File: src/rtl/bfis_host_if_if.sv
// Host/engine-facing signal bundle for bfis_host_if.
// The slave modport is the front end's view; master is the host/engine side.
interface bfis_host_if_if #(
  parameter int DATA_WIDTH = 32,
  parameter int DIM        = 4
);
  logic [DATA_WIDTH-1:0]     data_in;
  logic                      data_in_valid;
  logic                      data_in_ready;
  logic [DIM*DATA_WIDTH-1:0] query_out;
  logic [15:0]               k_out;
  logic [DATA_WIDTH-1:0]     vertex_id_out;
  logic                      start_out;
  logic [DATA_WIDTH-1:0]     result_in;
  logic                      result_valid_in;
  logic                      done_in;
  logic [DATA_WIDTH-1:0]     data_out;
  logic                      data_out_valid;
  logic                      data_out_ready;
  logic                      busy_out;
  logic                      err_out;

  modport slave (
    input  data_in, data_in_valid, result_in, result_valid_in, done_in, data_out_ready,
    output data_in_ready, query_out, k_out, vertex_id_out, start_out,
           data_out, data_out_valid, busy_out, err_out
  );

  modport master (
    output data_in, data_in_valid, result_in, result_valid_in, done_in, data_out_ready,
    input  data_in_ready, query_out, k_out, vertex_id_out, start_out,
           data_out, data_out_valid, busy_out, err_out
  );
endinterface

File: src/rtl/bfis_host_if.sv
// Host stream front end for the bfis engine: frame decode, launch, result buffering, drain.
// Define BFIS_HOST_CYCLE_CNT_EN to append the search cycle count as the final drained word.
module bfis_host_if #(
  parameter int                    DATA_WIDTH = 32,
  parameter int                    DIM        = 4,
  parameter int                    K_MAX      = 8,
  parameter logic [DATA_WIDTH-1:0] SYNC_WORD  = 32'hFFFF_FFFF,
  parameter int                    CYC_WIDTH  = 32
) (
  input  logic          clk_in,
  input  logic          rst_in,
  bfis_host_if_if.slave bus
);
  localparam int IDX_W = $clog2(DIM + 2);
  localparam int PTR_W = (K_MAX > 1) ? $clog2(K_MAX) : 1;
  localparam int CNT_W = $clog2(K_MAX + 1);
  localparam logic [15:0]      K_MAX_W  = 16'(K_MAX);
  localparam logic [IDX_W-1:0] IDX_K    = IDX_W'(DIM);
  localparam logic [IDX_W-1:0] IDX_VID  = IDX_W'(DIM + 1);
  localparam logic [PTR_W-1:0] PTR_LAST = PTR_W'(K_MAX - 1);

  typedef enum logic [2:0] {IDLE, COLLECT, LAUNCH, RUN, DRAIN} state_t;

  state_t                state_reg, state_next;
  logic [IDX_W-1:0]      idx_reg;
  logic [15:0]           k_reg;
  logic [DATA_WIDTH-1:0] vid_reg;
  logic                  err_reg;
  logic [DATA_WIDTH-1:0] buf_mem [K_MAX];
  logic [PTR_W-1:0]      wr_ptr_reg, rd_ptr_reg;
  logic [CNT_W-1:0]      cap_reg, sent_reg;
  logic [DATA_WIDTH-1:0] out_data_reg;
  logic                  out_valid_reg;

  logic        ready;
  logic        accept;
  logic        is_sync;
  logic        payload;
  logic [15:0] k_word;
  logic        capture;
  logic        out_adv;
  logic        load_res;
  logic        load_any;

`ifdef BFIS_HOST_CYCLE_CNT_EN
  logic [CYC_WIDTH-1:0] cyc_reg;
  logic                 cyc_sent_reg;
  logic                 load_cyc;
`endif

  assign ready   = (state_reg == IDLE) || (state_reg == COLLECT);
  assign accept  = bus.data_in_valid && ready;
  assign is_sync = (bus.data_in == SYNC_WORD);
  assign payload = (state_reg == COLLECT) && accept && !is_sync;
  assign k_word  = bus.data_in[15:0];
  // captured can never exceed k_out, so the buffer cannot overflow
  assign capture = (state_reg == RUN) && bus.result_valid_in && (16'(cap_reg) < k_reg);
  assign out_adv = !out_valid_reg || bus.data_out_ready;

  always_ff @(posedge clk_in or posedge rst_in) begin
    if (rst_in) state_reg <= IDLE;
    else        state_reg <= state_next;
  end

  always_comb begin
    state_next = state_reg;
    load_res   = 1'b0;
    load_any   = 1'b0;
`ifdef BFIS_HOST_CYCLE_CNT_EN
    load_cyc   = 1'b0;
`endif
    case (state_reg)
      IDLE:    if (accept && is_sync) state_next = COLLECT;
      COLLECT: begin
        if (payload) begin
          if (idx_reg == IDX_K && k_word == 16'd0) state_next = IDLE;
          else if (idx_reg == IDX_VID)             state_next = LAUNCH;
        end
      end
      LAUNCH:  state_next = RUN;
      RUN:     if (bus.done_in) state_next = DRAIN;
      DRAIN: begin
        if (out_adv) begin
          if (sent_reg != cap_reg) begin
            load_res = 1'b1;
            load_any = 1'b1;
          end
`ifdef BFIS_HOST_CYCLE_CNT_EN
          else if (!cyc_sent_reg) begin
            load_cyc = 1'b1;
            load_any = 1'b1;
          end
`endif
          else begin
            state_next = IDLE;
          end
        end
      end
      default: state_next = IDLE;
    endcase
  end

  // Query elements are registered straight into the engine-facing output.
  for (genvar gi = 0; gi < DIM; gi++) begin : g_query
    logic [DATA_WIDTH-1:0] elem_reg;
    always_ff @(posedge clk_in or posedge rst_in) begin
      if (rst_in)                                      elem_reg <= '0;
      else if (payload && idx_reg == IDX_W'(gi))       elem_reg <= bus.data_in;
    end
    assign bus.query_out[gi*DATA_WIDTH +: DATA_WIDTH] = elem_reg;
  end

  always_ff @(posedge clk_in or posedge rst_in) begin
    if (rst_in) begin
      idx_reg       <= '0;
      k_reg         <= '0;
      vid_reg       <= '0;
      err_reg       <= 1'b0;
      wr_ptr_reg    <= '0;
      rd_ptr_reg    <= '0;
      cap_reg       <= '0;
      sent_reg      <= '0;
      out_data_reg  <= '0;
      out_valid_reg <= 1'b0;
    end else begin
      if (state_reg == IDLE && accept && is_sync) begin
        idx_reg <= '0;
        err_reg <= 1'b0;
      end
      if (state_reg == COLLECT && accept && is_sync) idx_reg <= '0;
      if (payload) begin
        idx_reg <= idx_reg + 1'b1;
        if (idx_reg == IDX_K) begin
          if (k_word == 16'd0) begin
            err_reg <= 1'b1;
          end else if (k_word > K_MAX_W) begin
            k_reg   <= K_MAX_W;
            err_reg <= 1'b1;
          end else begin
            k_reg   <= k_word;
          end
        end
        if (idx_reg == IDX_VID) vid_reg <= bus.data_in;
      end
      if (state_reg == LAUNCH) begin
        wr_ptr_reg <= '0;
        rd_ptr_reg <= '0;
        cap_reg    <= '0;
        sent_reg   <= '0;
      end
      if (capture) begin
        cap_reg    <= cap_reg + 1'b1;
        wr_ptr_reg <= (wr_ptr_reg == PTR_LAST) ? '0 : wr_ptr_reg + 1'b1;
      end
      if (load_res) begin
        out_data_reg <= buf_mem[rd_ptr_reg];
        rd_ptr_reg   <= (rd_ptr_reg == PTR_LAST) ? '0 : rd_ptr_reg + 1'b1;
        sent_reg     <= sent_reg + 1'b1;
      end
`ifdef BFIS_HOST_CYCLE_CNT_EN
      if (load_cyc) out_data_reg <= DATA_WIDTH'(cyc_reg);
`endif
      // Output register only moves when empty or being taken, so it holds under backpressure.
      if (out_adv) out_valid_reg <= load_any;
    end
  end

  always_ff @(posedge clk_in) begin
    if (capture) buf_mem[wr_ptr_reg] <= bus.result_in;
  end

`ifdef BFIS_HOST_CYCLE_CNT_EN
  always_ff @(posedge clk_in or posedge rst_in) begin
    if (rst_in) begin
      cyc_reg      <= '0;
      cyc_sent_reg <= 1'b0;
    end else begin
      if (state_reg == LAUNCH) begin
        cyc_reg      <= '0;
        cyc_sent_reg <= 1'b0;
      end else if (state_reg == RUN && cyc_reg != '1) begin
        cyc_reg <= cyc_reg + 1'b1;
      end
      if (load_cyc) cyc_sent_reg <= 1'b1;
    end
  end
`endif

  assign bus.data_in_ready  = ready;
  assign bus.k_out          = k_reg;
  assign bus.vertex_id_out  = vid_reg;
  assign bus.start_out      = (state_reg == LAUNCH);
  assign bus.data_out       = out_data_reg;
  assign bus.data_out_valid = out_valid_reg;
  assign bus.busy_out       = (state_reg != IDLE);
  assign bus.err_out        = err_reg;
endmodule

File: src/flat_wrapper.sv
// flat-port wrapper written by rule: the top's interface ports become plain ports
module bfis_host_if_flat 
#(
  parameter int                    DATA_WIDTH = 32,
  parameter int                    DIM        = 4,
  parameter int                    K_MAX      = 8,
  parameter logic [DATA_WIDTH-1:0] SYNC_WORD  = 32'hFFFF_FFFF,
  parameter int                    CYC_WIDTH  = 32
)
  (clk_in, rst_in, bus_data_in, bus_data_in_valid, bus_result_in, bus_result_valid_in, bus_done_in, bus_data_out_ready, bus_data_in_ready, bus_query_out, bus_k_out, bus_vertex_id_out, bus_start_out, bus_data_out, bus_data_out_valid, bus_busy_out, bus_err_out);
  bfis_host_if_if #(.DATA_WIDTH(DATA_WIDTH), .DIM(DIM)) bus_i ();
  input  logic clk_in;
  input  logic rst_in;
  input wire logic [$bits(bus_i.data_in)-1:0] bus_data_in;
  input wire logic [$bits(bus_i.data_in_valid)-1:0] bus_data_in_valid;
  input wire logic [$bits(bus_i.result_in)-1:0] bus_result_in;
  input wire logic [$bits(bus_i.result_valid_in)-1:0] bus_result_valid_in;
  input wire logic [$bits(bus_i.done_in)-1:0] bus_done_in;
  input wire logic [$bits(bus_i.data_out_ready)-1:0] bus_data_out_ready;
  output wire logic [$bits(bus_i.data_in_ready)-1:0] bus_data_in_ready;
  output wire logic [$bits(bus_i.query_out)-1:0] bus_query_out;
  output wire logic [$bits(bus_i.k_out)-1:0] bus_k_out;
  output wire logic [$bits(bus_i.vertex_id_out)-1:0] bus_vertex_id_out;
  output wire logic [$bits(bus_i.start_out)-1:0] bus_start_out;
  output wire logic [$bits(bus_i.data_out)-1:0] bus_data_out;
  output wire logic [$bits(bus_i.data_out_valid)-1:0] bus_data_out_valid;
  output wire logic [$bits(bus_i.busy_out)-1:0] bus_busy_out;
  output wire logic [$bits(bus_i.err_out)-1:0] bus_err_out;
  assign bus_i.data_in = bus_data_in;
  assign bus_i.data_in_valid = bus_data_in_valid;
  assign bus_i.result_in = bus_result_in;
  assign bus_i.result_valid_in = bus_result_valid_in;
  assign bus_i.done_in = bus_done_in;
  assign bus_i.data_out_ready = bus_data_out_ready;
  assign bus_data_in_ready = bus_i.data_in_ready;
  assign bus_query_out = bus_i.query_out;
  assign bus_k_out = bus_i.k_out;
  assign bus_vertex_id_out = bus_i.vertex_id_out;
  assign bus_start_out = bus_i.start_out;
  assign bus_data_out = bus_i.data_out;
  assign bus_data_out_valid = bus_i.data_out_valid;
  assign bus_busy_out = bus_i.busy_out;
  assign bus_err_out = bus_i.err_out;
  bfis_host_if #(.DATA_WIDTH(DATA_WIDTH), .DIM(DIM), .K_MAX(K_MAX), .SYNC_WORD(SYNC_WORD), .CYC_WIDTH(CYC_WIDTH)) u_core (.clk_in(clk_in), .rst_in(rst_in), .bus(bus_i));
endmodule
File: config.mk
export PLATFORM = sky130hd
export DESIGN_NAME = bfis_host_if_flat
export DESIGN_NICKNAME = d
export VERILOG_FILES = /design/src/rtl/bfis_host_if_if.sv /design/src/rtl/bfis_host_if.sv /design/src/flat_wrapper.sv
export SDC_FILE = /design/constraint.sdc
export NUM_CORES = 1
export LEC_CHECK = 0
export ABC_AREA = 0
export CORE_UTILIZATION = 45
export CTS_BUF_LIST = sky130_fd_sc_hd__clkbuf_8
export DETAILED_ROUTE_END_ITERATION = 10
export PLACE_DENSITY = 0.67
export SETUP_SLACK_MARGIN = 0.5
export SYNTH_ARGS = -nofsm -noshare
export SYNTH_HDL_FRONTEND = slang
export SYNTH_SLANG_ARGS = --single-unit
File: constraint.sdc
create_clock -name clk_in -period 16.6 [get_ports clk_in]
set_input_delay 2.49 -clock clk_in [delete_from_list [all_inputs] [get_ports clk_in]]
set_output_delay 2.49 -clock clk_in [all_outputs]
set_load 0.03 [all_outputs]
==> results.py <==
metrics = {
    "status": {
        "status": "complete, no violations",
    },
    "timing": {
        "period_share": 0.313,
        "max_slew_margin": 0.246,
        "tightest_slew_ns": 1.13,
        "fin_skew_ns": 0.0245,
        "timing.fmax_ghz": 0.192,
        "rsz0062_at_grt": "no",
        "drv_slew": 0,
        "tns_ns": 0,
        "fin_ws_ns": 11.40,
        "finalSetupViolCount": 0,
        "period_minus_slack_ns": 5.20,
        "hold_viol": 0,
    },
    "setup_path": {
        "cp_max_fo": 10,
        "cp.required_ns": 14.11,
        "cpMostUsedCell": "inv_1",
        "worstSetupEndpointType": "output port",
        "critPathLaunchType": "flop",
        "arrival_ns": 2.71,
        "cp_slowest_cell": "clkdlybuf4s50_1",
        "crit_chain": "inv_1 -> nand3_1 -> inv_1 -> clkdlybuf4s50_1",
        "slowest_delay_ns": 0.77,
        "path_class": "flop to output port",
    },
    "die": {
        "core_mm2": 0.0409,
        "boundaryPins": 283,
        "die_area_mm2": 0.0425,
        "initial_core_util": 0.458,
        "rows": 74,
        "dieHeight_um": 206,
        "die-width_um": 206,
    },
    "route": {
        "wl_per_cell_um": 21.4,
        "ant_nets": 0,
        "vias": 10300,
        "drcViolationCount": 0,
        "vias_per_cell": 5.28,
        "firstDrtPassIters": 4,
        "drt_iter0_markers": 587,
        "wirelength_um": 41800,
    },
    "global_routing": {
        "grt_pass1_wl_um": 62800,
        "grt_max_degree": 111,
        "grt_pass1_vias": 10600,
        "track_usage": 0.199,
        "grt_overflow_total": 0,
        "antenna_found_initial": 5,
    },
    "place": {
        "post_dp_cell_area_mm2": 0.0222,
        "placedCellCount": 1810,
        "portBuffers": 282,
        "place_congestion": 0.761,
        "pre_cts_slack_ns": 10.97,
        "dp_hpwl_um": 25500,
    },
    "logic_synthesis": {
        "yosysWarnings": 0,
        "syn_inst": 1024,
        "ys_ff_latch": 486,
        "yosysTopAreaCellShare": 0.410,
        "synth_area_mm2": 0.0188,
        "synth_cell_type_count": 44,
        "synth_area_leaders": "edfxtp_1 (41%), dfrtp_1 (31%), mux2_2 (8.8%)",
        "avgSynthCellArea_um2": 18.3,
        "synth_largest_area_cell": "edfxtp_1",
        "synth_fp_nets": 1108,
        "ys_seq_area_frac": 0.717,
    },
    "clock_tree": {
        "clk_path_buf_depth": 3,
        "clk_latency_ns": 0.65,
        "cts_buffers": 80,
        "cts_root_buffer": "clkbuf_8",
        "cts_sinks": 486,
        "h-tree-depth": 3,
        "post_cts_buffers": 0,
        "postCtsHoldBufs": 0,
        "cts_resized": 0,
        "path_clk_slew_ns": 0.05,
        "cts_tree": "built",
    },
    "power": {
        "pwr_density_cell_mw_per_mm2": 99.4,
        "leakage_nw": 9.22,
        "peakVddDrop_mv": 0.0845,
    },
    "layout": {
        "fin_nets": 1444,
        "drive_gt1_frac": 0.254,
        "area_delta_synth_final_pct": 26.4,
        "fill_cells": 3192,
        "largest_reg_flops": 256,
        "finalNonFillerCells": 1954,
        "fin_area_mm2": 0.0237,
        "utilization": 0.579,
    },
    "hold_path": {
        "hold_path_class": "flop to flop",
    },
    "run": {
        "cap_violations": 0,
    },
}
## power breakdown
group,internal (mW),switching [mW]
logic,0.0279,0.0467
registers,1.28,0.00679
clock network,0.529,0.470
## area by class of cell
type / instances / area, um^2 / share of cell area
Inverter: 17 / 71.3 / 0.00301
Tap cell: 532 / 666 / 0.0281
Clock inverter: 47 / 236 / 0.00997
Antenna cell: 1 / 2.50 / 0.000106
Multi-Input combinational cell: 475 / 5010 / 0.211
Sequential cell: 486 / 13400 / 0.567
Timing Repair Buffer: 300 / 2960 / 0.125
Clock buffer: 96 / 1320 / 0.0557
## placed cells by master (no fill, tap or decap), types with 13 or more instances in the layout
master,netlist,routed
clkbuf_8,0,96
nand2_1,20,20
clkdlybuf4s50_1,0,282
nor2_1,39,37
buf_4,0,18
inv_1,17,49
dfrtp_1,230,227
and2_1,13,13
a21oi_1,36,36
edfxtp_1,256,256
mux4_2,64,64
o21ai_0,13,13
ha_1,14,14
mux2_2,146,146
mux2i_1,36,36
mux2_1,17,17
## final timing paths
kind / slack (ns) / to / startpoint / cells after the start
worst max-delay path: 11.40 / bus_start_out / u_core.state_reg[0] / 4
worst min-delay path: 0.48 / u_core.g_query[1].elem_reg[18] / u_core.g_query[1].elem_reg[18] / 1
worst max register to register: 13.73 / u_core.buf_mem[5][17] / u_core.cap_reg[3] / 7
worst min register to register: 0.48 / u_core.g_query[1].elem_reg[18] / u_core.g_query[1].elem_reg[18] / 1
max in group asynchronous: 12.73 / u_core.g_query[0].elem_reg[15] / rst_in / 3
min in group asynchronous: 2.41 / u_core.g_query[0].elem_reg[3] / rst_in / 2
## cells by family (layout without fill, tap and decap cells)
logic type | count (synthesis) | after routing | share of synthesized area
compound gates | 68 | 68 | 0.0214
buf+inv | 63 | 460 | 0.0195
mux | 263 | 263 | 0.194
fa+ha+maj | 14 | 14 | 0.00934
xor+xnor | 7 | 7 | 0.00327
other cells | 0 | 1 | 0
flops | 486 | 486 | 0.717
simple gates | 123 | 123 | 0.0357
## stage by stage
stage | total power [mW] | hold WS, ns
floorplan | 1.34 | 0.484
global placement | 1.38 | 0.469
detailed placement | 1.38 | 0.474
CTS | 2.39 | 0.486
global route | 2.44 | 0.506
finish | 2.36 | 0.480
## cell usage after synthesis, drive strengths merged
| master | number |
|---|---|
| nand2b | 4 |
| a31oi | 2 |
| inv | 17 |
| xnor2 | 5 |
| nand2 | 20 |
| o311a | 1 |
| and2 | 13 |
| nor3 | 3 |
| a22o | 4 |
| buf | 28 |
| or3 | 1 |
| a21oi | 36 |
| a21boi | 1 |
| mux2 | 163 |
| o22ai | 3 |
| a211oi | 1 |
| nand4 | 9 |
| nor2b | 1 |
| xor2 | 2 |
| nor2 | 42 |
| nand3 | 9 |
| dfrtp | 230 |
| a22oi | 1 |
| o2bb2ai | 2 |
| clkbuf | 18 |
| mux4 | 64 |
| o21ai | 14 |
| ha | 14 |
| or2 | 1 |
| nor4 | 8 |
| and3 | 3 |
| nor3b | 9 |
| mux2i | 36 |
| edfxtp | 256 |
| a211o | 3 |
## critical path: cells and delay by family, from the launching register on
kind | cells | cell delay [ns]
buffers and inverters | 3 | 1.29
flip-flops | 1 | 0.43
AND/OR/NAND/NOR | 1 | 0.37
## layer usage
metal  global-route usage  share of wire  vias to the layer above
met5                    0         0.0011                        -
met4               0.0596          0.022                        8
met3               0.0607          0.075                       87
met2                0.325           0.48                      341
met1                0.254           0.42                     5280
li1                     -              -                     4594
(Power assumes the default switching activity.)
